===== src/rtl/text_write_ctrl.sv =====
// Command sequencer that owns the character-map RAM write port (WRITE string, FILL run, CLEAR screen).
// Optional macro TEXT_WRAP_EN: columns past COLS-1 wrap to the next row; otherwise those cells are clipped.
module text_write_ctrl #(
   parameter int         COLS       = 100,
   parameter int         ROWS       = 75,
   parameter int         ADDR_W     = 13,
   parameter logic [7:0] CLEAR_CHAR = 8'h20
) (
   input  logic              clk,
   input  logic              reset,
   input  logic              cmd_valid,
   output logic              cmd_ready,
   input  logic [1:0]        cmd_op,
   input  logic [6:0]        cmd_col,
   input  logic [6:0]        cmd_row,
   input  logic [6:0]        cmd_len,
   input  logic [7:0]        cmd_char,
   input  logic              chr_valid,
   input  logic [7:0]        chr_data,
   output logic              chr_ready,
   output logic              wr_en,
   output logic [ADDR_W-1:0] wr_addr,
   output logic [7:0]        wr_data,
   output logic              busy,
   output logic              done,
   output logic              err
);

   localparam logic [7:0]        COLS_C   = 8'(COLS);
   localparam logic [7:0]        ROWS_C   = 8'(ROWS);
   localparam logic [ADDR_W-1:0] LAST     = ADDR_W'(COLS * ROWS - 1);
   localparam logic [1:0]        OP_WRITE = 2'b00;
   localparam logic [1:0]        OP_CLEAR = 2'b10;
   localparam logic [1:0]        OP_RSVD  = 2'b11;

   typedef enum logic [2:0] {IDLE, WRITE, FILL, CLEAR, DONE, ERR} state_t;

   state_t            state;
   logic [ADDR_W-1:0] nxt_addr;
   logic [ADDR_W-1:0] base;
   logic [7:0]        col;
   logic [6:0]        rem;
   logic [7:0]        fill_char;
   logic              drain;
   logic              bad_cmd;
   logic              in_row;

   // Linear address stepping; stepping past the last cell returns to cell 0.
   function automatic logic [ADDR_W-1:0] next_addr(input logic [ADDR_W-1:0] a);
      return (a == LAST) ? '0 : a + ADDR_W'(1);
   endfunction

   assign base    = ADDR_W'(cmd_col) + ADDR_W'(COLS) * ADDR_W'(cmd_row);
   assign bad_cmd = (cmd_op == OP_RSVD) ||
                    ((cmd_op != OP_CLEAR) &&
                     (({1'b0, cmd_col} >= COLS_C) || ({1'b0, cmd_row} >= ROWS_C)));

`ifdef TEXT_WRAP_EN
   assign in_row = 1'b1;
`else
   assign in_row = (col < COLS_C);
`endif

   // After the last cell is issued, every command spends one drain cycle before DONE,
   // so done lands N+1 cycles after the first write of an unstalled N-cell command.
   always_ff @(posedge clk) begin
      if (reset) begin
         state     <= IDLE;
         cmd_ready <= 1'b1;
         chr_ready <= 1'b0;
         wr_en     <= 1'b0;
         wr_addr   <= '0;
         wr_data   <= '0;
         busy      <= 1'b0;
         done      <= 1'b0;
         err       <= 1'b0;
         nxt_addr  <= '0;
         col       <= '0;
         rem       <= '0;
         fill_char <= '0;
         drain     <= 1'b0;
      end else begin
         wr_en <= 1'b0;
         done  <= 1'b0;
         err   <= 1'b0;
         case (state)
            IDLE: begin
               if (cmd_valid && cmd_ready) begin
                  cmd_ready <= 1'b0;
                  busy      <= 1'b1;
                  drain     <= 1'b0;
                  fill_char <= cmd_char;
                  nxt_addr  <= next_addr(base);
                  col       <= {1'b0, cmd_col} + 8'd1;
                  if (bad_cmd) begin
                     state <= ERR;
                     err   <= 1'b1;
                  end else if (cmd_op == OP_CLEAR) begin
                     state   <= CLEAR;
                     wr_en   <= 1'b1;
                     wr_addr <= '0;
                     wr_data <= CLEAR_CHAR;
                  end else if (cmd_len == 7'd0) begin
                     state <= DONE;
                     done  <= 1'b1;
                  end else if (cmd_op == OP_WRITE) begin
                     state     <= WRITE;
                     chr_ready <= 1'b1;
                     rem       <= cmd_len;
                     nxt_addr  <= base;
                     col       <= {1'b0, cmd_col};
                  end else begin
                     // FILL issues its first cell straight from the accept cycle.
                     state   <= FILL;
                     rem     <= cmd_len - 7'd1;
                     wr_en   <= 1'b1;
                     wr_addr <= base;
                     wr_data <= cmd_char;
                  end
               end
            end

            WRITE: begin
               if (rem != 7'd0) begin
                  if (chr_valid) begin
                     if (in_row) begin
                        wr_en   <= 1'b1;
                        wr_addr <= nxt_addr;
                        wr_data <= chr_data;
                     end
                     nxt_addr <= next_addr(nxt_addr);
                     col      <= col + 8'd1;
                     rem      <= rem - 7'd1;
                     if (rem == 7'd1) chr_ready <= 1'b0;
                  end
               end else if (!drain) begin
                  drain <= 1'b1;
               end else begin
                  state <= DONE;
                  done  <= 1'b1;
               end
            end

            FILL: begin
               if (rem != 7'd0) begin
                  if (in_row) begin
                     wr_en   <= 1'b1;
                     wr_addr <= nxt_addr;
                     wr_data <= fill_char;
                  end
                  nxt_addr <= next_addr(nxt_addr);
                  col      <= col + 8'd1;
                  rem      <= rem - 7'd1;
               end else if (!drain) begin
                  drain <= 1'b1;
               end else begin
                  state <= DONE;
                  done  <= 1'b1;
               end
            end

            CLEAR: begin
               if (!drain) begin
                  if (wr_addr == LAST) begin
                     drain <= 1'b1;
                  end else begin
                     wr_en   <= 1'b1;
                     wr_addr <= wr_addr + ADDR_W'(1);
                     wr_data <= CLEAR_CHAR;
                  end
               end else begin
                  state <= DONE;
                  done  <= 1'b1;
               end
            end

            DONE, ERR: begin
               state     <= IDLE;
               busy      <= 1'b0;
               cmd_ready <= 1'b1;
            end

            default: begin
               state     <= IDLE;
               busy      <= 1'b0;
               cmd_ready <= 1'b1;
               chr_ready <= 1'b0;
            end
         endcase
      end
   end

endmodule


===== config.mk =====
export PLATFORM = sky130hd
export DESIGN_NAME = text_write_ctrl
export DESIGN_NICKNAME = d
export VERILOG_FILES = /design/src/rtl/text_write_ctrl.sv
export SDC_FILE = /design/constraint.sdc
export NUM_CORES = 1
export LEC_CHECK = 0
export CAP_MARGIN = 0
export CORE_MARGIN = 2
export CORE_UTILIZATION = 49
export DETAILED_ROUTE_END_ITERATION = 10
export GPL_TIMING_DRIVEN = 0
export PLACE_DENSITY = 0.74
export SKIP_LAST_GASP = 1
export SYNTH_ARGS = -nofsm -noshare
export SYNTH_HDL_FRONTEND = slang
export SYNTH_SLANG_ARGS = --single-unit

===== constraint.sdc =====
create_clock -name clk -period 3.8 [get_ports clk]
set_clock_uncertainty 0.2 [all_clocks]
set_input_delay 0.57 -clock clk [delete_from_list [all_inputs] [get_ports clk]]
set_output_delay 0.57 -clock clk [all_outputs]
set_load 0.05 [all_outputs]

==> flow_metrics.env, run 1 <==
export IMPL_cts_buffers=9
export IMPL_drt_first_iter_violations=583
export IMPL_slew_violations=0
export IMPL_period_minus_slack_ps=3860
export IMPL_rsz0062_at_grt="yes"
export IMPL_critPathCapture="nxt_addr[0]"
export IMPL_finalHoldViolations=0
export IMPL_cp_startpoint="cmd_row[2]"
export IMPL_dr_max_layer_used="met4"
export IMPL_post_route_drc_count=0
export IMPL_first_global_vias=5706
export IMPL_synth_simple_gate_area_share_pct=25.3
export IMPL_cts_sinks=67
export IMPL_path_class="in -> reg"
export IMPL_gr_usage_all_layers_pct=30.8
export IMPL_setup_ws_ps=-58.9
export IMPL_seq_area_frac_synth_pct=25.1
export IMPL_violations="setup timing"
export IMPL_reg2reg_from="rem[0]"
export IMPL_insertion_delay_ps=350
export IMPL_clk_path_buf_depth=2
export IMPL_critPathLaunchType="primary input"
export IMPL_worstPathRequired_ps=3830
export IMPL_ant_nets=0
export IMPL_cts_tree="yes"
export IMPL_htreeDepth=3
export IMPL_max_freq_ghz=0.259
export IMPL_io_buffer_count=69
export IMPL_grt_pass1_wl_mm=28.4
export IMPL_hold_path_class="reg -> reg"
export IMPL_yosys_register_bits=67
export IMPL_final_nets=892
export IMPL_r2r_end="nxt_addr[3]"
export IMPL_first_pass_iters=8
export IMPL_syn_nets=793
export IMPL_total_power_mw=5.38
export IMPL_nFillCells=932
export IMPL_dpl_cell_area_sq_mm=0.00637
export IMPL_synth_edf_count=0
export IMPL_ys_async_sr_fraction_pct=0
export IMPL_ir_drop_mv=0.476
export IMPL_maxSlewHeadroom_pct=44.9
export IMPL_core_area_sq_mm=0.0107
export IMPL_worstPathMaxFanout=4
export IMPL_fp_dieH_um=108
export IMPL_syn_to_final_growth_pct=32.8
export IMPL_cp_arrival_ps=3880
export IMPL_overflow=0
export IMPL_synth_compound_area_share_pct=28.0
export IMPL_grt_max_degree=13
export IMPL_wl_met1_mm=7.37
export IMPL_synth_mux_area_fraction_pct=0
export IMPL_yosysWarnings=0
export IMPL_die_width_um=108
export IMPL_synth_top_family_by_area="compound AO/OA/AOI/OAI gates"
export IMPL_mappedNetlistArea_sq_mm=0.00535
export IMPL_place_gp_congestion=0.972
export IMPL_final_area_sq_mm=0.00710
export IMPL_wl_mm=17.9
export IMPL_wl_per_cell_um=18.9
export IMPL_wl_met2_mm=8.86
export IMPL_p_leak_nw=2.58
export IMPL_die_area_sq_mm=0.0118
export IMPL_clk_pin_slew_ps=70
export IMPL_num_vias=5899
export IMPL_rr_worst_depth=9
export IMPL_setup_viol=6
export IMPL_root_buffer="clkbuf_8"
export IMPL_end_kind="register"
export IMPL_wl_met3_mm=1.36
export IMPL_start_util_pct=49.8
export IMPL_synth_adder_area_share_pct=10.9
export IMPL_ys_flop_type="dfxtp_1"
export IMPL_synthXorXnorAreaFrac_pct=6.06
export IMPL_timing_final_crit_share_pct=102
export IMPL_avgSynthCellArea_sq_um=7.59
export IMPL_antenna_found_initial=0
export IMPL_via_per_inst=6.22
export IMPL_maxCapViolations=0
export IMPL_layout_drive_gt1_share_pct=15.7
export IMPL_synth_cells=705
export IMPL_worstMarginPinSlew_ps=820
export IMPL_status="complete, but fails checks"
export IMPL_post_dp_hpwl_mm=13.1
export IMPL_synth_distinct_cells=71
export IMPL_io_pins=70
export IMPL_powerDensity_mw_per_mm2=758
export IMPL_rows=38
export IMPL_rrSetupSlack_ps=440
export IMPL_diodes=0
## routing by layer
layer  up-vias  track usage [%]
li1       2796                -
met2       266             53.1
met3        35             4.52
met1      2802             39.0
met5         -                0
met4         0             10.4
## kinds of logic after synthesis
kind of cell,count (synthesis)
xor+xnor,37
fa+ha+maj,45
flops,67
buf+inv,62
compound gates,225
simple gates,269
## cell usage in the layout (no fill, tap or decap), drive strengths merged, types with 5 or more instances in the layout
cell / synthesis / routed
nor2: 92 / 92
dfxtp: 67 / 67
clkdlybuf4s50: 0 / 61
a21oi: 60 / 60
nand2: 58 / 58
o21ai: 56 / 56
ha: 42 / 42
clkbuf: 25 / 34
buf: 9 / 34
nor3: 30 / 30
inv: 28 / 29
nand3: 21 / 21
xnor2: 21 / 21
a211oi: 19 / 19
xor2: 16 / 16
a22oi: 15 / 15
and3: 14 / 14
a221oi: 11 / 11
a31oi: 10 / 10
o21a: 8 / 8
o211ai: 7 / 7
nor4: 7 / 7
or3: 5 / 5
nor2b: 5 / 5
## synthesized netlist by cell type (all sizes together) (5+ instances only)
library cell	instances	share of area, %
a31oi	10	1.2
ha	42	9.8
dfxtp	67	25
inv	28	2.0
o211ai	7	0.98
nor4	7	1.2
buf	9	0.80
nor2b	5	0.58
a22oi	15	2.1
nand2	58	4.1
xor2	16	2.6
a21oi	60	5.6
a221oi	11	2.0
o21a	8	1.1
or3	5	0.58
a211oi	19	2.8
nor2	92	6.5
xnor2	21	3.4
nor3	30	2.9
nand3	21	2.0
o21ai	56	5.2
clkbuf	25	1.8
and3	14	1.6
## critical path, cell delays in order
cell	delay, ps
buf_12	100
inv_12	30
ha_4	250
inv_2	40
ha_4	260
fa_1	440
ha_4	350
nor2_1	60
o21bai_1	250
o21ai_2	140
xor2_2	210
or4b_4	530
or3_1	320
o211ai_1	250
a21oi_1	100
## power by group
part / leakage [nW] / switching [mW] / internal, mW
logic: 1.92 / 2.21 / 1.27
clock network: 0.109 / 0.297 / 0.368
registers: 0.549 / 0.265 / 0.966
total: 2.58 / 2.77 / 2.61
## repair_timing
item | CTS | global route
cloned | 0 | 0
resized for setup | 72 | 25
setup buffers | 11 | 8
pin swaps | 22 | 13
endpoints found under the setup margin | 16 | 12
hold buffers | 0 | 0
## worst min path at each step
stage,startpoint,to,slack (ps),cells past startpoint
floorplan,fill_char[0],fill_char[0],240,2
global placement,fill_char[1],fill_char[1],240,2
detailed placement,fill_char[5],fill_char[5],250,2
CTS,fill_char[5],fill_char[5],260,2
global route,fill_char[5],fill_char[5],280,2
finish,fill_char[5],fill_char[5],260,2
## final cells by class
| class | count | area, sq um | share of cell area, % |
|---|---|---|---|
| plain buffers | 34 | 146 | 2.06 |
| repair buffers | 88 | 842 | 11.9 |
| multi-input cells | 576 | 4270 | 60.0 |
| clock inverters | 7 | 91.3 | 1.29 |
| clock buffers | 9 | 124 | 1.74 |
| flip-flops and latches | 67 | 1340 | 18.9 |
| well taps | 140 | 175 | 2.47 |
| inverters | 28 | 118 | 1.66 |
## flip-flops by register name, indices dropped and copies added, names as in the netlist
register,cells
rem,7
col,8
wr_en,1
state,3
err,1
done,1
fill_char,8
chr_ready,1
cmd_ready,1
drain,1
busy,1
wr_addr,13
nxt_addr,13
wr_data,8
## through the flow
stage	util, %	setup slack (ps)	setup TNS (ps)	hold WS (ps)	instances
detailed placement	59.2	-1260	-17090	247	914
global route	66.1	-174	-842	283	949
finish	66.1	-58.9	-269	259	949
floorplan	-	-135	-412	236	705
CTS	64.2	1.27	0	258	941
global placement	59.2	-1210	-16360	241	914
Note: power is estimated with default switching activity, not from simulation.
==> run 2: changes to the inputs <==
Settings changed: CORE_UTILIZATION 49 to 51, PLACE_DENSITY 0.74 to 0.77.
==> run 2 against run 1 <==
Effect of this change: the run still ends with setup timing left; sequential power about the same; die area down 3.8%; setup slack got worse by 22 ps; first-iteration DRC count is 11% higher; clock-buffer cell count up 2; total power hardly changed; non-clock buffer count increased by 2; largest cell class unchanged.
==> flow_metrics.env, run 2 (same netlist as run 1, synthesis figures left out) <==
export IMPL_status="complete, but fails checks"
export IMPL_violations="setup timing"
export IMPL_max_freq_ghz=0.258
export IMPL_antenna_found_initial=0
export IMPL_critPathLaunchType="primary input"
export IMPL_via_per_inst=6.39
export IMPL_die_area_sq_mm=0.0113
export IMPL_mostFrequentLayoutCell="nor2_1"
export IMPL_finalHoldViolations=0
export IMPL_maxCapViolations=0
export IMPL_wl_mm=18.0
export IMPL_rsz0062_at_grt="yes"
export IMPL_end_kind="register"
export IMPL_post_dp_hpwl_mm=13.0
export IMPL_num_vias=6049
export IMPL_clk_path_buf_depth=2
export IMPL_clk_pin_slew_ps=80
export IMPL_holdWs_ps=256
export IMPL_rows=37
export IMPL_final_nets=894
export IMPL_timing_final_crit_share_pct=102
export IMPL_io_pins=70
export IMPL_hold_buffers=0
export IMPL_place_gp_congestion=1.01
export IMPL_final_cell_mix="nor2_1, dfxtp_1, clkdlybuf4s50_1"
export IMPL_start_util_pct=52.3
export IMPL_die_width_um=106
export IMPL_maxSlewHeadroom_pct=46.5
export IMPL_ir_drop_mv=0.343
export IMPL_fp_dieH_um=106
export IMPL_root_buffer="clkbuf_8"
export IMPL_diodes=0
export IMPL_grt_pass1_wl_mm=29.0
export IMPL_crit_path_frequent_cell="ha_4"
export IMPL_io_buffer_count=69
export IMPL_slew_violations=0
export IMPL_insertion_delay_ps=360
export IMPL_setup_viol=9
export IMPL_overflow=0
export IMPL_cp_arrival_ps=3920
export IMPL_syn_to_final_growth_pct=32.0
export IMPL_path_buf_inv=3
export IMPL_worstPathCellList="buf_12, inv_12, ha_4, inv_2, ha_4, fa_1, ha_4, nor2_1, o21bai_1, o21ai_2, xor2_2, or4b_4, or3_1, o211ai_1, a21oi_1"
export IMPL_p_leak_nw=2.58
export IMPL_post_place_cells=910
export IMPL_wl_per_cell_um=19.0
export IMPL_core_area_sq_mm=0.0102
export IMPL_tns_ps=-461
export IMPL_worstPathRequired_ps=3840
export IMPL_cts_tree="yes"
export IMPL_instances_no_fill=947
export IMPL_first_global_vias=5867
export IMPL_worstMarginPinSlew_ps=796
export IMPL_nFillCells=827
export IMPL_path_class="in -> reg"
export IMPL_powerDensity_mw_per_mm2=762
export IMPL_grt_max_degree=13
export IMPL_slowest_delay_ps=520
export IMPL_path_delay_family="adder cells"
export IMPL_period_minus_slack_ps=3880
export IMPL_first_pass_iters=8
export IMPL_drt_first_iter_violations=645
export IMPL_worstPathMaxFanout=4
export IMPL_reg_largest_list="nxt_addr (13), wr_addr (13)"
export IMPL_layout_drive_gt1_share_pct=15.2
export IMPL_ant_nets=0
export IMPL_setup_ws_ps=-81.2
export IMPL_post_route_drc_count=0
export IMPL_hold_path_class="reg -> reg"
export IMPL_cts_buffers=9
export IMPL_cp_slowest_cell="or4b_4"
export IMPL_cts_sinks=67
export IMPL_gr_usage_all_layers_pct=32.1
export IMPL_htreeDepth=3
==> run 2: cell count changes in the layout (fill, tap and decap cells not counted), sizes merged <==
cell	delta
clkinv	-1
clkdlybuf4s15	+2
inv	-1
clkbuf	+2
==> run 2: power by group <==
part | internal, mW | switching [mW]
sequential | 0.966 | 0.267
combinational | 1.23 | 2.20
clock | 0.407 | 0.306
==> run 2: path summary, 6_finish.rpt <==
kind,startpoint,end,slack (ps),depth (start not counted)
max,cmd_row[2],nxt_addr[0],-80,15
min,fill_char[5],fill_char[5],260,2
max reg2reg,rem[1],nxt_addr[3],350,9
min reg2reg,fill_char[5],fill_char[5],260,2
==> run 2: area by class of cell <==
class	count	area [sq um]	area share (%)
buffer	34	140	1.98
clock buffer	11	151	2.14
clock inverter	5	85.1	1.21
inverter	28	118	1.67
multi-input combinational	576	4190	59.4
sequential	67	1340	19.0
tap	136	170	2.41
timing repair buffer	90	862	12.2
==> run 2: timing repair <==
action | 4_1_cts | 5_1_grt
pin swaps | 18 | 7
hold endpoints to repair | 0 | 0
endpoints found under the setup margin | 16 | 10
resized for setup | 74 | 9
setup buffers | 16 | 5
==> run 2: per-stage QoR <==
step / util [%] / instance area (sq um) / total power [mW] / setup WS (ps)
floorplan: - / 5500 / 3.42 / -135
global placement: 62.2 / 6360 / 4.23 / -1170
detailed placement: 62.2 / 6360 / 4.33 / -1330
CTS: 68.2 / 6970 / 5.21 / -5.63
global route: 69.0 / 7060 / 5.70 / -169
finish: 69.0 / 7060 / 5.38 / -81.2
==> run 2: worst register-to-register path, stage by stage, from the launching register on <==
cell and delay, ps:
dfxtp_1 350, inv_1 100, ha_1 230, nor3b_1 580
a31oi_1 210, o21ai_1 640, clkbuf_1 500, a2bb2oi_1 200
o21a_1 150, a221oi_2 220
==> run 2: metal layers <==
layer	vias up	routed length [um]	share of wire [%]	track usage, %
met1	2873	7050	39	39.2
met3	55	1650	9.1	6.99
met2	322	8760	49	53.6
met4	0	539	3.0	14.8
li1	2799	-	-	-
met5	-	0	0	0
==> run 3: changes to the inputs <==
Settings changed: CAP_MARGIN 0 to not set, SLEW_MARGIN set to 10.
==> results of run 3 <==
No change in the layout: final DEF, timing and power equal those of run 2.
